<file path="src/rtl/cpu_program_loader.sv">
// cpu_program_loader: turns a UART command stream (START/ADDR/DATA/END) into iRAM word writes and gates the CPU.
// Latency: a completed DATA frame raises iRAM_write_enable on the next cycle; status registers update one cycle after the last byte.
// Backpressure: packet_ack is withheld while a write or PC reset is outstanding; each write is held until data_ack.
// Ports: clk/rst; byte input (packet_ready, uart_packet, packet_ack); iRAM write (iRAM_write_enable, extern_iRAM_addr,
//        iRAM_data_in, data_ack); CPU control (HALT_flag, PC_addr, cpu_paused, reset_PC);
//        status (load_busy, load_error, error_code, words_written).
module cpu_program_loader #(
    parameter int                DATA_W         = 24,
    parameter int                ADDR_W         = 8,
    parameter logic [ADDR_W-1:0] START_ADDR     = '0,
    parameter int                TIMEOUT_CYCLES = 1000000
) (
    input  logic              clk,
    input  logic              rst,
    input  logic              HALT_flag,
    input  logic              packet_ready,
    input  logic [7:0]        uart_packet,
    output logic              packet_ack,
    input  logic              data_ack,
    input  logic [ADDR_W-1:0] PC_addr,
    output logic              cpu_paused,
    output logic              reset_PC,
    output logic              iRAM_write_enable,
    output logic [ADDR_W-1:0] extern_iRAM_addr,
    output logic [DATA_W-1:0] iRAM_data_in,
    output logic              load_busy,
    output logic              load_error,
    output logic [2:0]        error_code,
    output logic [ADDR_W:0]   words_written
);
    localparam int BPW = (DATA_W + 7) / 8;
    localparam int ABW = (ADDR_W + 7) / 8;
    localparam int PB  = (BPW > ABW) ? BPW : ABW;
    localparam int IW  = (PB > 1) ? $clog2(PB) : 1;
    localparam int TW  = $clog2(TIMEOUT_CYCLES);

    localparam logic [7:0] C_START = 8'h01;
    localparam logic [7:0] C_ADDR  = 8'h02;
    localparam logic [7:0] C_DATA  = 8'h03;
    localparam logic [7:0] C_ENDR  = 8'h04;
    localparam logic [7:0] C_ENDK  = 8'h05;

    localparam logic [2:0] E_CMD  = 3'd1;
    localparam logic [2:0] E_ARM  = 3'd2;
    localparam logic [2:0] E_CHK  = 3'd3;
    localparam logic [2:0] E_TMO  = 3'd4;

    localparam logic [ADDR_W:0] WMAX = {1'b1, {ADDR_W{1'b0}}};

    typedef enum logic [1:0] {S_IDLE, S_PAYLOAD, S_WRITE, S_PC_WAIT} state_t;

    state_t            state_q, state_d;
    logic              ack_q, ack_d;
    logic [7:0]        cmd_q, cmd_d;
    logic [IW-1:0]     idx_q, idx_d;
    logic [PB*8-1:0]   buf_q, buf_d;
    logic [TW-1:0]     tmo_q, tmo_d;
    logic [ADDR_W-1:0] addr_q, addr_d;
    logic [DATA_W-1:0] data_q, data_d;
    logic [7:0]        chk_q, chk_d;
    logic              busy_q, busy_d;
    logic              paused_q, paused_d;
    logic              err_q, err_d;
    logic [2:0]        code_q, code_d;
    logic [ADDR_W:0]   words_q, words_d;

    logic              accept;
    logic [PB*8-1:0]   frame_val;   // payload including the byte accepted this cycle
    logic [7:0]        data_xor;
    int                need;

    always_comb begin
        state_d  = state_q;
        ack_d    = ack_q;
        cmd_d    = cmd_q;
        idx_d    = idx_q;
        buf_d    = buf_q;
        tmo_d    = tmo_q;
        addr_d   = addr_q;
        data_d   = data_q;
        chk_d    = chk_q;
        busy_d   = busy_q;
        paused_d = paused_q;
        err_d    = err_q;
        code_d   = code_q;
        words_d  = words_q;

        // Only the parsing states consume bytes; a held-high ready yields one byte per ack cycle.
        accept = packet_ready && !ack_q && (state_q == S_IDLE || state_q == S_PAYLOAD);
        if (accept) begin
            ack_d = 1'b1;
        end else if (!packet_ready) begin
            ack_d = 1'b0;
        end

        frame_val = buf_q;
        frame_val[int'(idx_q)*8 +: 8] = uart_packet;

        data_xor = '0;
        for (int i = 0; i < BPW; i++) begin
            data_xor = data_xor ^ frame_val[i*8 +: 8];
        end

        case (cmd_q)
            C_ADDR:  need = ABW;
            C_DATA:  need = BPW;
            default: need = 1;
        endcase

        case (state_q)
            S_IDLE: begin
                if (accept) begin
                    case (uart_packet)
                        C_START: begin
                            if (HALT_flag) begin
                                paused_d = 1'b1;
                                busy_d   = 1'b1;
                                chk_d    = '0;
                                words_d  = '0;
                                err_d    = 1'b0;
                                code_d   = '0;
                                addr_d   = START_ADDR;
                            end else begin
                                err_d  = 1'b1;
                                code_d = E_ARM;
                            end
                        end
                        C_ADDR, C_DATA, C_ENDR, C_ENDK: begin
                            cmd_d   = uart_packet;
                            idx_d   = '0;
                            buf_d   = '0;
                            tmo_d   = '0;
                            state_d = S_PAYLOAD;
                        end
                        default: begin
                            err_d  = 1'b1;
                            code_d = E_CMD;
                        end
                    endcase
                end
            end
            S_PAYLOAD: begin
                if (accept) begin
                    tmo_d = '0;
                    buf_d = frame_val;
                    if (int'(idx_q) == need - 1) begin
                        state_d = S_IDLE;
                        if (!busy_q) begin
                            // Unarmed frames are drained completely, then flagged.
                            err_d  = 1'b1;
                            code_d = E_ARM;
                        end else if (cmd_q == C_ADDR) begin
                            addr_d = frame_val[ADDR_W-1:0];
                        end else if (cmd_q == C_DATA) begin
                            data_d  = frame_val[DATA_W-1:0];
                            chk_d   = chk_q ^ data_xor;
                            state_d = S_WRITE;
                        end else begin
                            busy_d = 1'b0;
                            if (frame_val[7:0] != chk_q) begin
                                // CPU stays paused; host restarts from START.
                                err_d  = 1'b1;
                                code_d = E_CHK;
                            end else if (cmd_q == C_ENDK) begin
                                paused_d = 1'b0;
                            end else begin
                                state_d = S_PC_WAIT;
                            end
                        end
                    end else begin
                        idx_d = idx_q + IW'(1);
                    end
                end else if (tmo_q == TW'(TIMEOUT_CYCLES - 1)) begin
                    // Frame abandoned; any partial word is dropped, session stays armed.
                    state_d = S_IDLE;
                    err_d   = 1'b1;
                    code_d  = E_TMO;
                end else begin
                    tmo_d = tmo_q + TW'(1);
                end
            end
            S_WRITE: begin
                if (data_ack) begin
                    addr_d  = addr_q + ADDR_W'(1);
                    words_d = (words_q == WMAX) ? words_q : words_q + (ADDR_W+1)'(1);
                    state_d = S_IDLE;
                end
            end
            S_PC_WAIT: begin
                if (PC_addr == '0) begin
                    paused_d = 1'b0;
                    state_d  = S_IDLE;
                end
            end
            default: state_d = S_IDLE;
        endcase
    end

    always_ff @(posedge clk or posedge rst) begin
        if (rst) begin
            state_q  <= S_IDLE;
            ack_q    <= 1'b0;
            cmd_q    <= '0;
            idx_q    <= '0;
            buf_q    <= '0;
            tmo_q    <= '0;
            addr_q   <= START_ADDR;
            data_q   <= '0;
            chk_q    <= '0;
            busy_q   <= 1'b0;
            paused_q <= 1'b0;
            err_q    <= 1'b0;
            code_q   <= '0;
            words_q  <= '0;
        end else begin
            state_q  <= state_d;
            ack_q    <= ack_d;
            cmd_q    <= cmd_d;
            idx_q    <= idx_d;
            buf_q    <= buf_d;
            tmo_q    <= tmo_d;
            addr_q   <= addr_d;
            data_q   <= data_d;
            chk_q    <= chk_d;
            busy_q   <= busy_d;
            paused_q <= paused_d;
            err_q    <= err_d;
            code_q   <= code_d;
            words_q  <= words_d;
        end
    end

    // Enable and PC reset decode straight from state so rst drops them asynchronously.
    assign iRAM_write_enable = (state_q == S_WRITE);
    assign reset_PC          = (state_q == S_PC_WAIT);
    assign packet_ack        = ack_q;
    assign cpu_paused        = paused_q;
    assign extern_iRAM_addr  = addr_q;
    assign iRAM_data_in      = data_q;
    assign load_busy         = busy_q;
    assign load_error        = err_q;
    assign error_code        = code_q;
    assign words_written     = words_q;
endmodule

</file>
<file path="config.mk">
export PLATFORM = sky130hd
export DESIGN_NAME = cpu_program_loader
export DESIGN_NICKNAME = d
export VERILOG_FILES = /design/src/rtl/cpu_program_loader.sv
export SDC_FILE = /design/constraint.sdc
export NUM_CORES = 1
export LEC_CHECK = 0
export CORE_MARGIN = 10
export CORE_UTILIZATION = 60
export CTS_CLUSTER_DIAMETER = 80
export DETAILED_ROUTE_END_ITERATION = 12
export PLACE_DENSITY_LB_ADDON = 0.12
export SYNTH_ARGS = -nofsm -noshare
export SYNTH_HDL_FRONTEND = slang
export SYNTH_SLANG_ARGS = --single-unit
</file>
<file path="constraint.sdc">
create_clock -name clk -period 6.57 [get_ports clk]
set_clock_uncertainty 0.2 [all_clocks]
set_input_delay 0.9855 -clock clk [delete_from_list [all_inputs] [get_ports clk]]
set_output_delay 0.9855 -clock clk [all_outputs]
set_load 0.05 [all_outputs]
</file>
**Word level (Yosys, flattened, before mapping)**

Index checks and enable logic that the tools add are counted.

- Output and inout port bits: 50
- Input bits: 21
- Flip-flop bits (word level): 112
- Word-level logic and storage cells: 181

- Equal/unequal tests: 40
- Bitwise logic cells: 4
- Multiplexer cells: 92
- Reductions and logical operators: 23
- Shift operators: 2
- Add/subtract/negate cells: 6

Operators with widths:

| cell | count |
|---|---|
| 8-bit 2-to-1 mux | 13 |
| 20-bit 2-to-1 mux | 4 |
| 24-bit 2-to-1 mux | 3 |
| 24-bit case mux with 2 select lines | 1 |
| 9-bit 2-to-1 mux | 5 |
| 20-bit case mux with 2 select lines | 1 |
| 2-bit 2-to-1 mux | 18 |
| 5-bit negation with 33-bit output | 1 |
| 8-bit by 33-bit variable shift with 24-bit output (first input constant) | 1 |
| 8-bit by 33-bit variable part select with 24-bit output | 1 |
| 3-bit by 32-bit == test with 1-bit output | 1 |
| 8-bit by 2-bit == test with 1-bit output (second input constant) | 4 |
| 32-bit by 2-bit subtractor with 32-bit output (second input constant) | 1 |
| 1-bit 2-to-1 mux | 27 |
| 24-bit bitwise mux | 1 |
| 8-bit by 3-bit == test with 1-bit output (second input constant) | 3 |
| 3-bit 2-to-1 mux | 8 |
| 8-bit case mux with 3 select lines | 1 |
| 6-bit AND reduction | 4 |
| 8-bit XOR | 3 |
| 2-bit inequality test (second input constant) | 11 |
| 20-bit by 1-bit adder with 20-bit output (second input constant) | 1 |
| 20-bit == test (second input constant) | 1 |
| 9-bit case mux with 2 select lines | 1 |
| 34 further kinds | 52 |

**Depth between registers and ports, before layout**

- Word-level depth: 12
- Mapped depth: 11

**Worst setup path after synthesis**

OpenSTA, ideal clock, no wires.

- Path kind: in2reg
- Start point: in uart_packet[2]
- End point: reg chk_q[2]
- Stages: 6
- Path buffers: 1
- Slack: 3.434 ns
- Required time: 6.283 ns
- Arrival: 2.849 ns
- Setup time: 0.087 ns
- Cells stage by stage: clkbuf_1 -> or3b_2 -> o41ai_4 -> o21ai_1 -> or4_1 -> o211ai_1

- Cells in the longest elaborated chain, start to end: 11
- Elaborated cells on any way between the ends: 14
- Those cells by class: 2 x eq/ne; 1 x shift; 7 x mux; 3 x bitwise; 1 x reduce/logical

Ends and longest elaborated chain:

| what | line | text |
|---|---|---|
| start: declaration | 17 | `input logic [7:0] uart_packet,` |
| 8-bit by 33-bit variable part select with 24-bit output | 97 | `frame_val[int'(idx_q)*8 +: 8] = uart_packet;` |
| 24-bit bitwise mux | 97 |  |
| 8-bit XOR (2 in series) | 101 | `data_xor = data_xor ^ frame_val[i*8 +: 8];` |
| 8-bit XOR | 156 | `chk_d = chk_q ^ data_xor;` |
| 8-bit 2-to-1 mux | 154 | `end else if (cmd_q == C_DATA) begin` |
| 8-bit 2-to-1 mux | 152 | `end else if (cmd_q == C_ADDR) begin` |
| 8-bit 2-to-1 mux | 148 | `if (!busy_q) begin` |
| 8-bit 2-to-1 mux | 146 | `if (int'(idx_q) == need - 1) begin` |
| 8-bit 2-to-1 mux | 143 | `if (accept) begin` |
| 8-bit case mux with 2 select lines | 110 | `case (state_q)` |
| end signal: assignment | 224 | `chk_q <= chk_d;` |
| end: declaration | 60 | `logic [7:0] chk_q, chk_d;` |

Several ways; a longest one is shown, not always the timed one. The select of a mux whose other input is x is not followed.
A chain may end at the register's enable or synchronous reset.

**Worst setup path in the final report**

- Start point: reg idx_q[0]
- End point: reg chk_q[1]

- Cells in the longest elaborated chain, start to end: 12
- Elaborated cells on any way between the ends: 16
- Those cells by class: 1 x add/sub; 2 x eq/ne; 2 x shift; 7 x mux; 3 x bitwise; 1 x reduce/logical

Ends and longest elaborated chain:

| what | line | text |
|---|---|---|
| start: declaration | 55 | `logic [IW-1:0] idx_q, idx_d;` |
| start signal: assignment | 219 | `idx_q <= idx_d;` |
| 5-bit negation with 33-bit output | 97 |  |
| 8-bit by 33-bit variable part select with 24-bit output or 8-bit by 33-bit variable shift with 24-bit output (tied branches) | 97 |  |
| 24-bit bitwise mux | 97 |  |
| 8-bit XOR (2 in series) | 101 |  |
| 8-bit XOR | 156 |  |
| 8-bit 2-to-1 mux | 154 |  |
| 8-bit 2-to-1 mux | 152 |  |
| 8-bit 2-to-1 mux | 148 |  |
| 8-bit 2-to-1 mux | 146 |  |
| 8-bit 2-to-1 mux | 143 |  |
| 8-bit case mux with 2 select lines | 110 |  |

Several ways; a longest one is shown, not always the timed one. The select of a mux whose other input is x is not followed.

==> flow_summary.yaml <==
outcome:
  outcome: "complete, no violations"
global_route:
  grt_max_degree: 61
  grt_remaining_overflow: 0
  track_usage_pct: 21.5
  grt_pass1_vias: 5584
  antenna_found_initial: 0
  grt_first_pass_wirelength_um: 28600
critical_path:
  cp.arrival_ns: 4.21
  crit_type: "flip-flop to flip-flop"
  crit_path_start_kind: "flip-flop"
  crit_fanout: 21
  crit_family: "simple AND/OR/NAND/NOR gates"
  critPathSlowestCell: "and4b_1"
  path_buf_inv: 1
  crit_chain: "inv_1 > ha_1 > and4b_1 > or2_1 > a211oi_1 > o31a_1 > or4_1 > nand3_1"
  cp.required_ns: 6.68
  crit_path_max_incr_delay_ns: 0.79
  critPathCaptureType: "flip-flop"
timing:
  tns_ns: 0
  slew_headroom_pct: 26.7
  setup_slack_ns: 2.47
  period_share_pct: 62.4
  max_freq_mhz: 244
  drv_slew: 0
  worst_pin_slew_ns: 1.09
  min_period_ns: 4.10
  finalHoldViolCount: 0
  setup_viol: 0
  rsz0062_at_grt: "false"
die:
  die_area_mm2: 0.0156
  num_rows: 38
  io_pins: 71
  die_w_um: 125
  core-area_mm2: 0.0108
  die_h_um: 125
  initial_core_util_pct: 61.2
clock_network:
  cts_resized: 0
  cts_tree: "done"
  h-tree-depth: 3
  path_clk_slew_ns: 0.10
  cts_setup_buffers: 0
  clock_sinks: 112
  clk_latency_ns: 0.38
  cts_buffers: 9
  clock_path_buffers: 2
  cts_root_buffer: "clkbuf_8"
  holdBufCountCts: 0
yosys:
  yosysUniqueCellTypes: 70
  async_reset_ff_share_pct: 100
  yosys_warnings: 0
  seq_area_frac_synth_pct: 42.5
  synth_edf_count: 0
  synth_nets: 773
  syn_area_mm2: 0.00660
  netlist_instances: 741
  synth_top_flop_cell: "dfrtp_1"
  synth_seq_cells: 112
  avgSynthCellArea_um2: 8.91
routing:
  vias_per_cell: 6.42
  drt_iter0_markers: 696
  avgRoutedWirePerCell_um: 18.7
  ant_nets: 0
  dr.pass1.iters: 5
  vias: 5980
  routed_wl_um: 17400
  drc: 0
placed_design:
  place_congestion: 0.908
  port_buffers: 70
  dp_hpwl_um: 12400
  pre_cts_slack_ns: 2.40
power:
  power_density_mw_per_mm2: 336
  p_leak_nw: 3.12
  vdd_drop_max_mv: 0.236
  finalPower_mw: 2.54
layout:
  drive_gt1_share_pct: 4.93
  nets: 819
  nFillCells: 893
  syn_to_final_growth_pct: 14.3
  antenna_cells: 0
flow_run:
  cap_viol_max_count: 0
worst_hold_path:
  hold_path.class: "flip-flop to flip-flop"
==> worst register-to-register path: stages (launching register included) <==
cell      delay, ns
dfrtp_1        0.74
inv_1          0.20
ha_1           0.59
and4b_1        0.79
or2_1          0.41
a211oi_1       0.16
o31a_1         0.35
or4_1          0.51
nand3_1        0.10
==> cells in the final DEF, fill, tap and decap left out, types with 11 or more instances in the layout <==
cell type,netlist,final
nand3_1,24,24
clkdlybuf4s50_1,0,70
and3_1,13,13
inv_1,15,14
a22o_1,16,16
o21ai_0,53,53
nand2_1,89,89
o211ai_1,14,14
nor2_1,44,44
a21oi_1,38,38
nand4_1,13,13
ha_1,11,11
nand2b_1,24,24
and2_1,16,16
dfrtp_1,112,112
xnor2_1,18,18
nor3_1,22,22
nor2b_1,21,21
==> layout make-up <==
type / count / area, um^2 / share of cell area, %
tap: 140 / 175 / 2.32
sequential: 112 / 2800 / 37.2
clock inverter: 3 / 43.8 / 0.581
inverter: 17 / 66.3 / 0.879
multi-input combinational: 571 / 3570 / 47.4
timing repair buffer: 76 / 746 / 9.89
clock buffer: 12 / 135 / 1.79
==> power breakdown <==
| group | leakage (nW) | switching [mW] | internal (mW) |
|---|---|---|---|
| registers | 1.49 | 0.117 | 0.789 |
| logic | 1.54 | 0.773 | 0.450 |
| clock network | 0.0904 | 0.230 | 0.176 |
==> Yosys cell counts (3+ instances only) <==
master	number	area (um^2)
a31oi_1	9	56.3
a21o_1	3	22.5
a21boi_0	3	22.5
nor4_1	10	62.6
o31a_1	4	35.0
nor4b_1	6	52.6
nor2b_1	21	131
nand3b_1	4	30.0
nand2_1	89	334
o211ai_1	14	105
nand3_1	24	120
o31ai_1	9	67.6
nor3b_1	3	22.5
nand4bb_1	8	90.1
and3_1	13	81.3
o211a_1	3	30.0
nand2b_1	24	150
xnor2_1	18	158
nor2_1	44	165
buf_2	5	25.0
or2_2	4	25.0
a22o_1	16	140
or4_1	9	67.6
and2_1	16	100
dfrtp_1	112	2800
a21oi_1	38	190
a211o_1	8	70.1
a211oi_1	5	37.5
or3_1	5	31.3
and4_1	9	78.8
o21ai_0	53	265
clkbuf_1	29	109
nand4_1	13	81.3
inv_1	15	56.3
mux2i_1	3	30.0
o21ai_1	10	50.1
nor3_1	22	110
mux2_2	4	45.0
buf_1	6	22.5
ha_1	11	138
==> worst paths after layout <==
path                                  from                to  slack, ns  cells after the start
max                               idx_q[0]          chk_q[1]       2.47                      8
min reg2reg                iRAM_data_in[1]   iRAM_data_in[1]       0.29                      2
max reg2reg                       idx_q[0]          chk_q[1]       2.47                      8
min in group asynchronous              rst  iRAM_data_in[14]       0.85                      2
max in group asynchronous              rst          tmo_q[7]       4.08                      3
min                        iRAM_data_in[1]   iRAM_data_in[1]       0.29                      2
==> kinds of logic (layout without fill, tap and decap cells) <==
logic type / Yosys count / after routing / synth area share (%)
AOI/OAI and AO/OA: 195 / 195 / 19.4
xor gates and xnor gates: 19 / 19 / 2.52
adders and majority gates: 11 / 11 / 2.08
buffers and inverters: 58 / 108 / 3.51
DFF: 112 / 112 / 42.5
muxes: 7 / 7 / 1.14
and+or+nand+nor: 339 / 339 / 28.9
==> sequential cells by signal (all words and copies together), names as in the netlist <==
name,flops
tmo_q,20
chk_q,8
idx_q,2
extern_iRAM_addr,8
packet_ack,1
buf_q,24
iRAM_data_in,24
load_busy,1
cpu_paused,1
state_q,2
words_written,9
cmd_q,8
load_error,1
error_code,3
==> metal layers <==
| layer | global-route usage (%) | part of all wire [%] | vias to the layer above |
|---|---|---|---|
| li1 | - | - | 2803 |
| met1 | 28.9 | 44 | 2912 |
| met2 | 34.2 | 47 | 242 |
| met3 | 5.02 | 7.8 | 23 |
| met4 | 5.62 | 1.7 | 0 |
| met5 | 0 | 0 | - |
==> metrics by stage <==
stage | std cells | utilization [%] | area [um^2] | hold WS (ns)
2_1_floorplan | 741 | - | 6600 | 0.248
3_3_place_gp | 916 | 68.2 | 7360 | 0.263
3_5_place_dp | 916 | 68.2 | 7360 | 0.269
4_1_cts | 931 | 69.9 | 7540 | 0.291
5_1_grt | 931 | 69.9 | 7540 | 0.312
6_report | 931 | 69.9 | 7540 | 0.289
(Power assumes the default switching activity.)
